`src/rtl/clock_set_ctrl.sv`:
```
// Time-keeping controller: one-second advance strobe plus the button-driven
// HH:MM:SS time-set sequence that freezes the clock and loads the edited time.
module clock_set_ctrl #(
  parameter int unsigned TICK_DIV = 50_000_000
) (
  input  logic       clk,
  input  logic       reset,
  input  logic       btn_mode,
  input  logic       btn_inc,
  input  logic [7:0] cur_hh,
  input  logic [7:0] cur_mm,
  input  logic [7:0] cur_ss,
  input  logic       cur_pm,
  output logic       ena,
  output logic       load,
  output logic [7:0] ld_hh,
  output logic [7:0] ld_mm,
  output logic [7:0] ld_ss,
  output logic       ld_pm,
  output logic [1:0] sel
);

  localparam int unsigned CNT_W = $clog2(TICK_DIV);
  localparam logic [CNT_W-1:0] CNT_LAST = CNT_W'(TICK_DIV - 1);

  localparam logic [2:0] ST_RUN    = 3'd0;
  localparam logic [2:0] ST_SET_HH = 3'd1;
  localparam logic [2:0] ST_SET_MM = 3'd2;
  localparam logic [2:0] ST_SET_SS = 3'd3;
  localparam logic [2:0] ST_COMMIT = 3'd4;

  logic [2:0]       state_q, state_d;
  logic             mode_prev_q, mode_prev_d;
  logic             inc_prev_q, inc_prev_d;
  logic             mode_rise, inc_rise;
  logic [CNT_W-1:0] cnt_q, cnt_d;
  logic             ena_q, ena_d;
  logic             load_q, load_d;
  logic [7:0]       hh_q, hh_d;
  logic [7:0]       mm_q, mm_d;
  logic [7:0]       ss_q, ss_d;
  logic             pm_q, pm_d;

  // A simultaneous mode rise swallows the inc rise.
  always_comb begin
    mode_prev_d = btn_mode;
    inc_prev_d  = btn_inc;
    mode_rise   = btn_mode & ~mode_prev_q;
    inc_rise    = btn_inc & ~inc_prev_q & ~mode_rise;
  end

  always_comb begin
    state_d = state_q;
    case (state_q)
      ST_RUN:    if (mode_rise) state_d = ST_SET_HH;
      ST_SET_HH: if (mode_rise) state_d = ST_SET_MM;
      ST_SET_MM: if (mode_rise) state_d = ST_SET_SS;
      ST_SET_SS: if (mode_rise) state_d = ST_COMMIT;
      ST_COMMIT: state_d = ST_RUN;
      default:   state_d = ST_RUN;
    endcase
  end

  // The prescaler only advances while RUN persists across the edge, so a
  // terminal count coinciding with entry into editing produces no tick.
  always_comb begin
    cnt_d = '0;
    ena_d = 1'b0;
    if (state_q == ST_RUN && state_d == ST_RUN) begin
      if (cnt_q == CNT_LAST) begin
        ena_d = 1'b1;
      end else begin
        cnt_d = cnt_q + CNT_W'(1);
      end
    end
    load_d = (state_d == ST_COMMIT);
  end

  always_comb begin
    hh_d = hh_q;
    mm_d = mm_q;
    ss_d = ss_q;
    pm_d = pm_q;
    if (state_q == ST_RUN && mode_rise) begin
      hh_d = cur_hh;
      mm_d = cur_mm;
      ss_d = cur_ss;
      pm_d = cur_pm;
    end else if (inc_rise) begin
      case (state_q)
        ST_SET_HH: begin
          if (hh_q == 8'd12) begin
            hh_d = 8'd1;
          end else if (hh_q == 8'd11) begin
            hh_d = 8'd12;
            pm_d = ~pm_q;
          end else begin
            hh_d = hh_q + 8'd1;
          end
        end
        ST_SET_MM: mm_d = (mm_q == 8'd59) ? 8'd0 : mm_q + 8'd1;
        ST_SET_SS: ss_d = 8'd0;
        default: ;
      endcase
    end
  end

  always_comb begin
    case (state_q)
      ST_SET_HH: sel = 2'd1;
      ST_SET_MM: sel = 2'd2;
      ST_SET_SS: sel = 2'd3;
      default:   sel = 2'd0;
    endcase
  end

  // Button history resets high so a button held through reset is not an edge.
  always_ff @(posedge clk) begin
    if (reset) begin
      state_q     <= ST_RUN;
      mode_prev_q <= 1'b1;
      inc_prev_q  <= 1'b1;
      cnt_q       <= '0;
      ena_q       <= 1'b0;
      load_q      <= 1'b0;
      hh_q        <= 8'd6;
      mm_q        <= 8'd0;
      ss_q        <= 8'd0;
      pm_q        <= 1'b0;
    end else begin
      state_q     <= state_d;
      mode_prev_q <= mode_prev_d;
      inc_prev_q  <= inc_prev_d;
      cnt_q       <= cnt_d;
      ena_q       <= ena_d;
      load_q      <= load_d;
      hh_q        <= hh_d;
      mm_q        <= mm_d;
      ss_q        <= ss_d;
      pm_q        <= pm_d;
    end
  end

  assign ena   = ena_q;
  assign load  = load_q;
  assign ld_hh = hh_q;
  assign ld_mm = mm_q;
  assign ld_ss = ss_q;
  assign ld_pm = pm_q;

endmodule

```
`config.mk`:
```
export PLATFORM = sky130hd
export DESIGN_NAME = clock_set_ctrl
export DESIGN_NICKNAME = d
export VERILOG_FILES = /design/src/rtl/clock_set_ctrl.sv
export SDC_FILE = /design/constraint.sdc
export NUM_CORES = 1
export LEC_CHECK = 0
export CAP_MARGIN = 20
export CORE_UTILIZATION = 50
export CTS_CLUSTER_SIZE = 28
export DETAILED_ROUTE_END_ITERATION = 12
export PLACE_DENSITY_LB_ADDON = 0.05
export SKIP_LAST_GASP = 1
export SLEW_MARGIN = 20
export SYNTH_ARGS = -nofsm -noshare
export SYNTH_HDL_FRONTEND = slang
export SYNTH_SLANG_ARGS = --single-unit
```
`constraint.sdc`:
```
create_clock -name clk -period 2.67 [get_ports clk]
set_clock_uncertainty 0.1 [all_clocks]
set_input_delay 0.801 -clock clk [delete_from_list [all_inputs] [get_ports clk]]
set_output_delay 0.801 -clock clk [all_outputs]
set_load 0.02 [all_outputs]
```
# == Yosys cells after proc, flatten, opt, wreduce, memory -nomap -nowiden ==
# Cells that the tools add are included.
# W data, S select, Z words.
# word_totals
reg_bits,58
input_bits,29
out_inout_bits,29
elab_cells,69
# classes
add_sub_neg,3
eq_ne,9
n_mux,24
bitwise_logic,8
n_reduce_logical,15
# ops
operator,n
$mux W8,12
$add A26 B1 Y26 const B,1
$eq A26 B26 Y1 const B,1
$add A8 B1 Y8 const B,2
$eq A8 B4 Y1 const B,2
$mux W3,4
$pmux W3 S4,1
$reduce_bool A2 Y1,5
$eq A8 B6 Y1 const B,1
$eq A3 B2 Y1 const B,2
$logic_not A3 Y1,2
$mux W1,6
$pmux W2 S3,1
$reduce_and A2 Y1,3
$not A1 Y1,5
$reduce_and A4 Y1,1
$and A1 B1 Y1,3
$eq A3 B1 Y1 const B,1
$eq A3 B3 Y1 const B,1
$reduce_or A3 Y1,1
$logic_and A1 B1 Y1,2
$ne A2 B2 Y1 const B,1
$reduce_or A2 Y1,1

# == Logic depth before layout (Yosys ltp) ==
# logic_depth
word_depth,8
ltp_mapped,8

# == Worst setup path before layout ==
# No wires, ideal clock.
# synth_path
path_type,input -> register
from,input port btn_mode
to,register hh_q[4] (netlist: ld_hh[4])
setup_ns,0.074
t_arrival_ns,2.354
required_ns,2.496
path_slack_ns,0.142
path_stages,6
path_cell_list,nor2b_1 -> clkbuf_1 -> or4_1 -> clkbuf_2 -> or4_1 -> a31oi_1
# synth_via
elab_chain_len,5
word_cells_on_any_way,8
cone_classes,mux: 1; bitwise: 3; reduce/logical: 4
# synth_rtl
element,line,rtl
start: declaration,8,"input logic btn_mode,"
$and A1 B1 Y1 *,48,mode_rise = btn_mode & ~mode_prev_q;
$not A1 Y1,49,inc_rise = btn_inc & ~inc_prev_q & ~mode_rise;
$and A1 B1 Y1,49,
$reduce_bool A2 Y1 (no source line),n/a,
$reduce_and A2 Y1 (no source line),n/a,
end signal: assignment,137,hh_q <= hh_d;
end: declaration,39,"logic [7:0] hh_q, hh_d;"
# Mark *: on every way between the ends. The rest lies on a longest branch, timed or not.
# A chain may end at the register's enable or synchronous reset.

# == Worst setup path after layout ==
# layout_path
from,register state_q[0]
to,output port sel[0]
# layout_via
elab_chain_len,2
word_cells_on_any_way,4
cone_classes,eq/ne: 3; mux: 1
# layout_rtl
element,line,rtl
start: declaration,32,"logic [2:0] state_q, state_d;"
start signal: assignment,131,state_q <= state_d;
$eq A3 B2 Y1 or $eq A3 B1 Y1 (tied branches),109,case (state_q)
$pmux W2 S3 *,109,
end: declaration,20,output logic [1:0] sel
# Marks and branches as above.

==> results.yml <==
clocking:
  insertion_delay_ns: 0.33
  cts_num_sinks: 58
  root_buffer: "clkbuf_8"
  cts_buffer_depth: 2
  cts_buffers: 9
  worst_setup_hold_path_clk_slew_ns: 0.06
  hold_buffers: 0
  tritoncts: "done"
  cts_max_level: 3
die:
  start_util_pct: 52.27
  rows: 26
  die_width_um: 75.54
  coreArea_sq_um: 5172
  die_h_um: 75.54
  die-area_sq_um: 5706
  pin_count: 58
layout:
  area_growth_pct: 33.27
  drive_gt1_share_pct: 9.877
  num_antenna_cells: 0
  fin_nets: 433
  fillers: 426
  final_area_sq_um: 3603
worst_setup_path:
  cp_data_arrival_time_ns: 1.63
  cp-startpoint: "state_q[0]"
  r2r_end: "ld_hh[4]"
  cp.required_ns: 1.77
  reg2reg_depth: 4
  endpoint: "sel[0]"
  r2r_setup_slack_ns: 0.60
  startpoint_type: "register"
  crit_fanout: 7
  end_kind: "output port"
  r2r_start: "state_q[2]"
  crit_path_max_incr_delay_ns: 0.62
  slowest_stage: "clkdlybuf4s50_1"
  critPathKind: "reg -> out"
  crit_chain: "inv_2, nor2_1, clkdlybuf4s50_1"
routing:
  vias: 2529
  remaining_drc_errors: 0
  avgRoutedWirePerCell_um: 13.08
  dr.pass1.iters: 4
  drt_wl_total_mm: 6.213
  postRouteAntennaNets: 0
  drt_iter0_drc: 109
  vias_per_cell: 5.324
global_route:
  antenna_found_initial: 0
  grt_usage_pct: 22.61
  grt_pass1_vias: 2226
  grt_pass1_wl_mm: 9.763
  overflow: 0
  grt_max_degree: 33
yosys:
  synth.top_cell.area_share_pct: 42.94
  synth_edf_count: 0
  syn-instance-count: 332
  synth_warnings: 0
  yosys.area.top_type: "dfxtp_1"
  syn_avg_cell_area_sq_um: 8.144
  synthTopCellsByArea: "dfxtp_1 43%, nor2_1 8.1%, xnor2_1 4.5%, xor2_1 4.5%, nand2_1 3.9%"
  ys.flop_type: "dfxtp_1"
  synthesis.nets: 365
  syn_area_sq_um: 2704
  ys_async_sr_fraction_pct: 0
  ys_top_cells_by_count: "58 x dfxtp_1, 58 x nor2_1, 28 x nand2_1"
  synth_cell_types: 41
  ys_seq_elements: 58
  synth.yosys.seq_area_share_pct: 42.94
power:
  p_leak_nw: 1.227
  power.density_nw_per_um2: 499.2
  ir_worst_vdd_mv: 0.3405
timing:
  finalSetupViolCount: 0
  rsz0062_at_grt: "false"
  fin_crit_sh_pct: 94.68
  fmax_ghz: 0.3956
  hold_viol_final: 0
  drv_slew: 0
  setup_tns_ns: 0
  tightest_slew_ns: 0.4074
  holdWs_ns: 0.3605
  fin_crit_ns: 2.528
  relSlewSlack_pct: 72.79
placed_design:
  port_buffers: 57
  gp_congestion: 0.8989
  dp_hpwl_mm: 4.433
  dpl-instance-area_sq_um: 3436
status:
  outcome: "finished, final reports clean"
job:
  maxCapViolations: 0
hold_path:
  hold_class: "reg -> reg"
-- flip-flops by register name, summed over array words and instances (netlist names) --
name / cells
ld_pm: 1
ena: 1
state_q: 3
cnt_q: 26
mode_prev_q: 1
ld_mm: 8
ld_hh: 8
load: 1
inc_prev_q: 1
ld_ss: 8
-- through the flow --
step / utilization [%] / setup WS (ns) / power [mW] / instances
2_1_floorplan: - / 0.1418 / 1.019 / 332
3_3_place_gp: 66.42 / -0.1533 / 1.126 / 459
3_5_place_dp: 66.42 / -0.2241 / 1.127 / 459
4_1_cts: 69.59 / 0.1109 / 1.809 / 475
5_1_grt: 69.67 / 0.04878 / 1.876 / 475
6_report: 69.67 / 0.1421 / 1.799 / 475
-- what timing repair did --
| item | 4_1_cts | 5_1_grt |
|---|---|---|
| gates resized for setup | 0 | 1 |
| setup endpoints to repair | 0 | 5 |
| endpoints found under the hold margin | 0 | 0 |
| setup buffers | 0 | 0 |
-- cells by family (layout without fill, tap and decap cells) --
group | count (synthesis) | count (layout) | share of synthesized area [%]
and+or+nand+nor | 161 | 161 | 29.06
DFF | 58 | 58 | 42.94
AOI/OAI and AO/OA | 53 | 53 | 13.10
xor gates and xnor gates | 28 | 28 | 9.070
buffers and inverters | 28 | 101 | 3.979
adders and majority gates | 4 | 4 | 1.851
-- metal layers --
metal  part of all wire [%]  wire, um  vias to the layer above  global-route usage (%)
met5                      0         0                        -                       0
met4                    1.2        72                        0                   8.436
met3                    3.6       226                        7                   4.894
met2                     49      3019                       52                   40.18
met1                     47      2895                     1172                   26.73
li1                       -         -                     1298                       -
-- power breakdown --
group	switching [mW]	internal, mW
logic	0.0923	0.106
registers	0.0233	0.887
clock network	0.332	0.358
total	0.448	1.35
-- cell type report --
cell class | instances | area [sq um] | share of cell area, %
Tap cell | 70 | 87.58 | 2.431
Clock inverter | 3 | 15.01 | 0.4167
Inverter | 11 | 41.29 | 1.146
Sequential cell | 58 | 1161 | 32.22
Clock buffer | 13 | 148.9 | 4.132
Multi-Input combinational cell | 246 | 1439 | 39.93
Timing Repair Buffer | 74 | 710.7 | 19.72
-- critical path: cells and delay by family (launching register included) --
kind	cells	cell delay (ns)
buffers and inverters	2	0.70
DFF	1	0.49
and+or+nand+nor	1	0.11
-- placed cells by master, fill, tap and decap left out, types with 4 or more instances in the layout --
cell and instances:
nor2_1 58, clkbuf_8 10, nand4_1 10, inv_1 10
xnor2_1 14, nand2_1 28, a21oi_1 12, buf_4 16
and2_1 5, o21ai_0 7, nor3_1 15, or2_2 5
a22oi_1 11, or4_1 5, nor4_1 4, a31oi_1 7
dfxtp_1 58, nand3_1 14, xor2_1 14, clkdlybuf4s50_1 57
ha_1 4
-- worst min path at each step --
| stage | start | end | slack [ns] | depth (start not counted) |
|---|---|---|---|---|
| after floorplan | cnt_q[0] | cnt_q[0] | 0.33 | 1 |
| after global placement | cnt_q[0] | cnt_q[0] | 0.34 | 1 |
| after detailed placement | cnt_q[0] | cnt_q[0] | 0.35 | 1 |
| after CTS | cnt_q[0] | cnt_q[0] | 0.37 | 1 |
| after global routing | cnt_q[0] | cnt_q[0] | 0.39 | 1 |
| final | cnt_q[0] | cnt_q[0] | 0.36 | 1 |
Note: power is estimated with default switching activity, not from simulation.
